==> src/rtl/trigger_router_n_pkg.sv <==
// Shared trigger-word bit positions and hold-off FSM state type.
package trigger_pkg;

    localparam int unsigned SYN = 0;
    localparam int unsigned TRG = 1;
    localparam int unsigned RSR = 2;
    localparam int unsigned RST = 3;
    localparam int unsigned CAL = 4;

    localparam int unsigned TRIG_NBIT = 5;

    typedef enum logic {
        IDLE = 1'b0,
        HOLD = 1'b1
    } hold_state_t;

endpackage

==> src/rtl/trigger_router_n_sat_counter.sv <==
// Saturating up-counter with synchronous reset and clear; clear beats increment.
module sat_counter #(
    parameter int unsigned W = 32
) (
    input  logic         clk,
    input  logic         reset,
    input  logic         clr,
    input  logic         inc,
    output logic [W-1:0] q
);

    localparam logic [W-1:0] ONE = {{(W-1){1'b0}}, 1'b1};

    always_ff @(posedge clk) begin
        if (reset || clr) begin
            q <= '0;
        end else if (inc && (q != '1)) begin
            q <= q + ONE;
        end
    end

endmodule

==> src/rtl/trigger_router_n.sv <==
// Merges gated trigger sources, applies TRG hold-off, routes to TBM and sync
// outputs, and keeps saturating accepted/dropped TRG statistics.
module trigger_router_n
    import trigger_pkg::*;
#(
    parameter int unsigned NSRC   = 5,
    parameter int unsigned NBIT   = TRIG_NBIT,
    parameter int unsigned HOLD_W = 8,
    parameter int unsigned CNT_W  = 32
) (
    input  logic                 clk,
    input  logic                 reset,
    input  logic                 sync,
    input  logic [NSRC-1:0]      sel,
    input  logic [NSRC*NBIT-1:0] src,
    input  logic                 sel_chain,
    input  logic                 sel_sync_out,
    input  logic                 src_sync_direct,
    input  logic [HOLD_W-1:0]    holdoff,
    input  logic                 cnt_clear,
    output logic [NBIT-1:0]      dst_tbm,
    output logic [NBIT-1:0]      dst_sync,
    output logic                 dst_sync_direct,
    output logic                 busy,
    output logic [CNT_W-1:0]     trg_count,
    output logic [CNT_W-1:0]     drop_count
);

    localparam logic [HOLD_W-1:0] HOLD_ONE = {{(HOLD_W-1){1'b0}}, 1'b1};

    hold_state_t       state;
    hold_state_t       state_next;
    logic [HOLD_W-1:0] hold_cnt;
    logic [HOLD_W-1:0] hold_cnt_next;
    logic [NBIT-1:0]   sum;
    logic [NBIT-1:0]   filtered;
    logic              accept;
    logic              drop;

    always_comb begin
        sum = '0;
        for (int unsigned i = 0; i < NSRC; i++) begin
            sum = sum | ({NBIT{sel[i]}} & src[i*NBIT +: NBIT]);
        end
    end

    always_ff @(posedge clk) begin
        if (reset) begin
            state    <= IDLE;
            hold_cnt <= '0;
        end else begin
            state    <= state_next;
            hold_cnt <= hold_cnt_next;
        end
    end

    // RST in the trigger word pulls HOLD back to IDLE behaviour in the same
    // sync cycle, so a coincident TRG is accepted and re-arms the hold-off.
    always_comb begin
        state_next    = state;
        hold_cnt_next = hold_cnt;
        accept        = 1'b0;
        drop          = 1'b0;
        if (sync) begin
            if ((state == HOLD) && !sum[RST]) begin
                drop = sum[TRG];
                if (hold_cnt == HOLD_ONE) begin
                    state_next    = IDLE;
                    hold_cnt_next = '0;
                end else begin
                    hold_cnt_next = hold_cnt - HOLD_ONE;
                end
            end else begin
                accept        = sum[TRG];
                state_next    = IDLE;
                hold_cnt_next = '0;
                if (sum[TRG] && (holdoff != '0)) begin
                    state_next    = HOLD;
                    hold_cnt_next = holdoff;
                end
            end
        end
    end

    always_comb begin
        filtered      = sum;
        filtered[TRG] = accept;
    end

    always_ff @(posedge clk) begin
        if (reset) begin
            dst_tbm  <= '0;
            dst_sync <= '0;
        end else begin
            dst_tbm  <= sync ? filtered : '0;
            dst_sync <= (sync && sel_sync_out && !sel_chain) ? filtered : '0;
        end
    end

    assign busy            = (state == HOLD);
    assign dst_sync_direct = sel_chain & src_sync_direct;

    sat_counter #(.W(CNT_W)) u_trg_count (
        .clk   (clk),
        .reset (reset),
        .clr   (cnt_clear),
        .inc   (accept),
        .q     (trg_count)
    );

    sat_counter #(.W(CNT_W)) u_drop_count (
        .clk   (clk),
        .reset (reset),
        .clr   (cnt_clear),
        .inc   (drop),
        .q     (drop_count)
    );

endmodule

==> config.mk <==
export PLATFORM = sky130hd
export DESIGN_NAME = trigger_router_n
export DESIGN_NICKNAME = d
export VERILOG_FILES = /design/src/rtl/trigger_router_n_pkg.sv /design/src/rtl/trigger_router_n_sat_counter.sv /design/src/rtl/trigger_router_n.sv
export SDC_FILE = /design/constraint.sdc
export NUM_CORES = 1
export LEC_CHECK = 0
export CORE_UTILIZATION = 35
export CTS_BUF_LIST = sky130_fd_sc_hd__clkbuf_2 sky130_fd_sc_hd__clkbuf_4 sky130_fd_sc_hd__clkbuf_8
export CTS_CLUSTER_SIZE = 10
export DETAILED_ROUTE_END_ITERATION = 8
export SETUP_SLACK_MARGIN = 0.3
export SLEW_MARGIN = 20
export SYNTH_ARGS = -nofsm -noshare
export SYNTH_HDL_FRONTEND = slang
export SYNTH_HIERARCHICAL = 1
export SYNTH_SLANG_ARGS = --single-unit
==> constraint.sdc <==
create_clock -name clk -period 8.01 [get_ports clk]
set_input_delay 0.801 -clock clk [delete_from_list [all_inputs] [get_ports clk]]
set_output_delay 0.801 -clock clk [all_outputs]
set_load 0.03 [all_outputs]
==> impl_metrics.ini, run 1 <==
[critical_path]
critical_path_arrival_ps = 3990
startpoint_type = input pin
path_max_fanout = 16
r2r_cells = 6
criticalPathCategory = input pin to flop
endpoint_kind = flop
required_ps = 8310
rrSetupSlack_ps = 5680

[die]
die_h_microns = 113
start_util_pct = 36.0
die_area_sq_mm = 0.0129
io_pins = 121
placementRows = 40
dieWidth_microns = 113
core_sq_mm = 0.0121

[detailed_routing]
route.met2.wl_microns = 5430
wire_per_inst_microns = 15.4
antenna_left = 0
drc = 0
met3WireLength_microns = 598
wl_microns = 11900
num_vias = 4240
top_layer = met4
dr.pass1.iters = 5
routed_via_density = 5.50
detail_route.iter0.violations = 273
wirelength_met1_microns = 5690

[power_and_ir_drop]
vdd_drop_max_v = 0.000115
p_per_area_mw_per_mm2 = 138
cellLeakagePower_nw = 1.72

[clocking]
clock_tree.buffer_depth = 2
clock_sinks = 83
hold_buffers = 0
cts_tree = yes
cts.clk_slew.worst_paths_ps = 80
clkLatencyLatePin_ps = 370
ctsResizeCount = 0
root_buffer = clkbuf_8
htreeDepth = 3
cts_buffers = 9
cts_setup_buffers = 0

[synth]
netlist_instances = 486
async_flop_share_pct = 0
synth_nets = 535
yosysMostFrequentCell = dfxtp_1
syn_area_sq_mm = 0.00434
synth_edf_count = 0
yosys.area.top_type_share_pct = 38.2
synth_warnings = 6
synth.distinct_cells = 59
synth_area_leaders = dfxtp_1 (38%), a21oi_1 (5.8%), or3_1 (4.6%), or4_1 (3.5%), o31ai_1 (3.3%)
yosysSeqAreaShare_pct = 38.2
synthFlopType = dfxtp_1
avgSynthCellArea_sq_um = 8.94
synthTopCellsByCount = dfxtp_1 (83), a21oi_1 (50), or3_1 (32)
ys_ff_latch = 83
synth_top_cell_by_area = dfxtp_1

[sta]
setup_viol = 0
fin_crit_sh_pct = 46.1
fin_crit_ps = 3690
maxSlewHeadroom_pct = 43.2
fmax_mhz = 271
maxSlewViolCount = 0
hold_ws_ps = 504
setup_tns_ps = 0
finalHoldViolations = 0
skew_ps = 8.04
tightestPinTransition_ps = 853
rsz0062_at_grt = no

[finish]
fill_cells = 1146
final_cell_area_sq_mm = 0.00580
layout.nets = 648
area_delta_synth_final_pct = 33.5
diodes = 0
drive_above_1_share_pct = 11.9

[worst_hold_path]
holdPathStages = 2
hp-class = flop to flop

[placement]
io_buffers = 120
placed_area_sq_mm = 0.00562
routabilityCongestion = 0.838
hpwl_microns = 8470

[global_route]
grt-ovfl-total = 0
grt_pass1_vias = 3835
grt_pass1_wl_microns = 19300
antenna_found_initial = 0
track_usage_pct = 18.8
grt_max_degree = 33

[flow_run]
cap_viol_max_count = 0

[outcome]
status = complete, no violations
final timing paths:
| path | endpoint | startpoint |
|---|---|---|
| max | u_drop_count/q[25] | sel[3] |
| min | u_trg_count/q[15] | u_trg_count/q[15] |
| max reg2reg | u_drop_count/q[25] | busy |
| min reg2reg | u_trg_count/q[15] | u_trg_count/q[15] |
critical path, cell delays in order:
cell,delay (ps)
clkdlybuf4s50_1,500
a222oi_1,780
nand3_1,280
nor2_1,450
and3_4,320
o311ai_4,210
or4_1,480
a21oi_2,150
routing by layer:
layer / vias up / global-route usage (%)
met5: - / 0
met1: 1994 / 24.8
met3: 12 / 5.53
met4: 0 / 5.53
li1: 2128 / -
met2: 106 / 29.7
cells by family (layout without fill, tap and decap cells):
logic type	Yosys count	after routing	share of synthesized area, %
AOI/OAI and AO/OA	157	157	25.6
xor gates and xnor gates	4	4	0.807
adders and majority gates	4	4	1.15
buffers and inverters	31	148	4.35
DFF	83	83	38.2
muxes	2	2	0.461
and+or+nand+nor	205	205	29.4
state kept, by name, summed over array words and instances, names as in the netlist:
signal and cells:
busy 1, hold_cnt 8, u_drop_count/q 32, dst_tbm 5, u_trg_count/q 32, dst_sync 5
power breakdown:
group / internal [mW] / leakage [nW] / total (mW) / switching [mW]
Clock: 0.139 / 0.0987 / 0.290 / 0.151
Sequential: 0.418 / 0.671 / 0.424 / 0.00537
Combinational: 0.0402 / 0.946 / 0.0844 / 0.0442
Total: 0.598 / 1.72 / 0.798 / 0.200
layout make-up:
class | instances | area, sq um | share of cell area, %
Clock buffer | 13 | 173 | 2.98
Timing Repair Buffer | 120 | 1200 | 20.7
Multi-Input combinational cell | 372 | 2490 | 43.0
Sequential cell | 83 | 1660 | 28.7
Tap cell | 168 | 210 | 3.63
Inverter | 13 | 48.8 | 0.842
Clock inverter | 2 | 10.0 | 0.173
stage by stage:
stage | setup WS, ps | cells | power [mW] | util [%]
after floorplan | 4900 | 486 | 0.479 | -
after global placement | 4110 | 756 | 0.516 | 46.6
after detailed placement | 3990 | 756 | 0.517 | 46.6
after CTS | 4390 | 771 | 0.809 | 48.1
after global routing | 4200 | 771 | 0.834 | 48.1
final | 4320 | 771 | 0.798 | 48.1
layout by cell type (no fill, tap or decap), types with 3 or more instances in the layout:
cell type        Yosys  layout
or3_2                9       9
and3_2               4       4
inv_1               12      12
o21ai_0             21      21
nor2b_1              5       5
and4_1              11      11
or3_1               32      32
a21oi_2             14      14
a221o_1              4       4
nand4_2              3       3
nand2_2              4       4
nor4_1               4       4
clkdlybuf4s50_1      0     120
o31ai_4              4       4
o21ai_1             16      16
nor2_1              15      15
ha_1                 4       4
nand2_1             31      31
a22oi_1              5       5
a222oi_1             5       5
a21oi_1             50      50
clkbuf_8             0      12
or4_1               20      20
and4_4               4       4
dfxtp_1             83      83
and2_1               3       3
nand4_1             16      16
o31ai_1             19      19
nand3_1             26      26
No activity file was read; power rests on OpenSTA's default activity.
==> run 2, diff against run 1 <==
==> constraint.sdc (replaced) <==
create_clock -name clk -period 3.1 [get_ports clk]
set_input_delay 0.31 -clock clk [delete_from_list [all_inputs] [get_ports clk]]
set_output_delay 0.31 -clock clk [all_outputs]
set_load 0.03 [all_outputs]
==> run 2 against run 1 <==
  * Critical path depth stayed put
  * Worst hold slack improved by 0.95 ps
  * Via count up 2.0%
  * Cell area increased by 0.52%
  * Non-clock buffer count increased by 4
  * Combinational power increased to 2.6 times the previous value
  * First-iteration DRC count decreased by 21%
  * Sequential power rose to 2.6 times the previous value
  * Sequential cell count is the same
  * Utilization grew 0.25 points
  * Sequential share of layout area shrank 0.15 points
  * Largest power group unchanged
==> impl_metrics.ini, run 2 (synthesis gave the netlist of run 1 again) <==
[outcome]
status = complete, no violations

[detailed_routing]
wire_per_inst_microns = 15.5
drc = 0
routed_via_density = 5.58
antenna_left = 0
wl_microns = 12000
dr.pass1.iters = 4
num_vias = 4323
detail_route.iter0.violations = 215

[critical_path]
path_max_fanout = 16
endpoint_kind = flop
criticalPathCategory = input pin to flop
startpoint_type = input pin
rrSetupSlack_ps = 800
cp_slowest_cell = clkdlybuf4s50_1
timing.rr.end = u_drop_count/q[1]
cpPeakStageDelay_ps = 580
critical_path_arrival_ps = 2880
required_ps = 3400
path_cells = clkdlybuf4s50_1, a22oi_1, and3_1, nor2_1, and3_4, o311ai_4, or4_1, a21oi_2
crit_buf_inv = 1
worst_path_dominant_cell_family = simple AND/OR/NAND/NOR gates
r2r_start = u_drop_count/q[0]
r2r_cells = 6

[worst_hold_path]
holdPathStages = 2
whs_endpoint = u_trg_count/q[7]
hp-class = flop to flop
min_from = u_trg_count/q[7]

[die]
start_util_pct = 36.0
placementRows = 40
io_pins = 121
die_area_sq_mm = 0.0129
die_h_microns = 113
dieWidth_microns = 113
core_sq_mm = 0.0121

[clocking]
clock_tree.buffer_depth = 2
clkLatencyLatePin_ps = 370
hold_buffers = 0
root_buffer = clkbuf_8
cts.clk_slew.worst_paths_ps = 80
ctsResizeCount = 0
cts_setup_buffers = 0
cts_tree = yes
clock_sinks = 83
htreeDepth = 3
cts_buffers = 9

[finish]
drive_above_1_share_pct = 12.5
layout.nets = 652
reg_top3 = u_drop_count/q (32), u_trg_count/q (32), hold_cnt (8)
diodes = 0
layout.cells.most_common_list = clkdlybuf4s50_1 (120), dfxtp_1 (83), a21oi_1 (50), or3_1 (32), nand2_1 (31)
area_delta_synth_final_pct = 34.2
fill_cells = 1175
final_common_cell = clkdlybuf4s50_1
final_cell_area_sq_mm = 0.00583

[power_and_ir_drop]
cellLeakagePower_nw = 1.74
total_power_mw = 2.06
vdd_drop_max_v = 0.000282
p_per_area_mw_per_mm2 = 353

[sta]
fin_crit_ps = 2580
skew_ps = 10.8
finalHoldViolations = 0
hold_ws_ps = 504
maxSlewHeadroom_pct = 43.1
tightestPinTransition_ps = 853
setup_tns_ps = 0
fmax_mhz = 387
fin_crit_sh_pct = 83.3
rsz0062_at_grt = no
maxSlewViolCount = 0
setup_viol = 0

[global_route]
grt-ovfl-total = 0
grt_max_degree = 33
antenna_found_initial = 0
grt_pass1_vias = 4051
track_usage_pct = 19.3
grt_pass1_wl_microns = 20100

[placement]
placed_area_sq_mm = 0.00565
routabilityCongestion = 0.822
io_buffers = 120
hpwl_microns = 8690

[flow_run]
cap_viol_max_count = 0
==> run 2: cell type report <==
cell class                 instances  area (sq um)  share of cell area, %
tap                              168           210                   3.61
clock buffer                      13           173                   2.96
multi-input combinational        372          2490                   42.8
clock inverter                     2          10.0                  0.172
sequential                        83          1660                   28.5
inverter                          13          48.8                  0.837
timing repair buffer             124          1230                   21.1
==> run 2: worst max-delay path by stage <==
stage	from	to	slack, ps	cells past startpoint
3_5_place_dp	sel[1]	u_trg_count/q[29]	170	8
4_1_cts	sel[1]	u_trg_count/q[29]	550	8
2_1_floorplan	src[18]	u_drop_count/q[19]	480	8
6_report	sel[1]	u_trg_count/q[29]	520	8
5_1_grt	sel[3]	u_drop_count/q[21]	400	8
3_3_place_gp	sel[1]	u_trg_count/q[17]	200	8
==> run 2: tightest hold or removal path, cell delays in order, from the launching register on <==
cell and delay (ps):
dfxtp_1 330, o31ai_1 70, a21oi_1 60
==> run 2: metal layers <==
layer | track usage [%] | wire, microns
met4 | 6.23 | 167
met5 | 0 | 0
met3 | 5.10 | 603
met1 | 25.4 | 5600
met2 | 30.8 | 5610
==> run 2: per-stage QoR <==
step | std cells | utilization [%] | setup WS (ps)
floorplan | 486 | - | 485
finish | 775 | 48.3 | 518
global route | 775 | 48.3 | 395
global placement | 760 | 46.8 | 205
CTS | 775 | 48.3 | 552
detailed placement | 760 | 46.8 | 171
==> run 2: power by group <==
group          total [mW]  switching, mW  internal, mW
clock network       0.740          0.380         0.359
registers            1.09         0.0141          1.08
logic               0.222          0.114         0.108
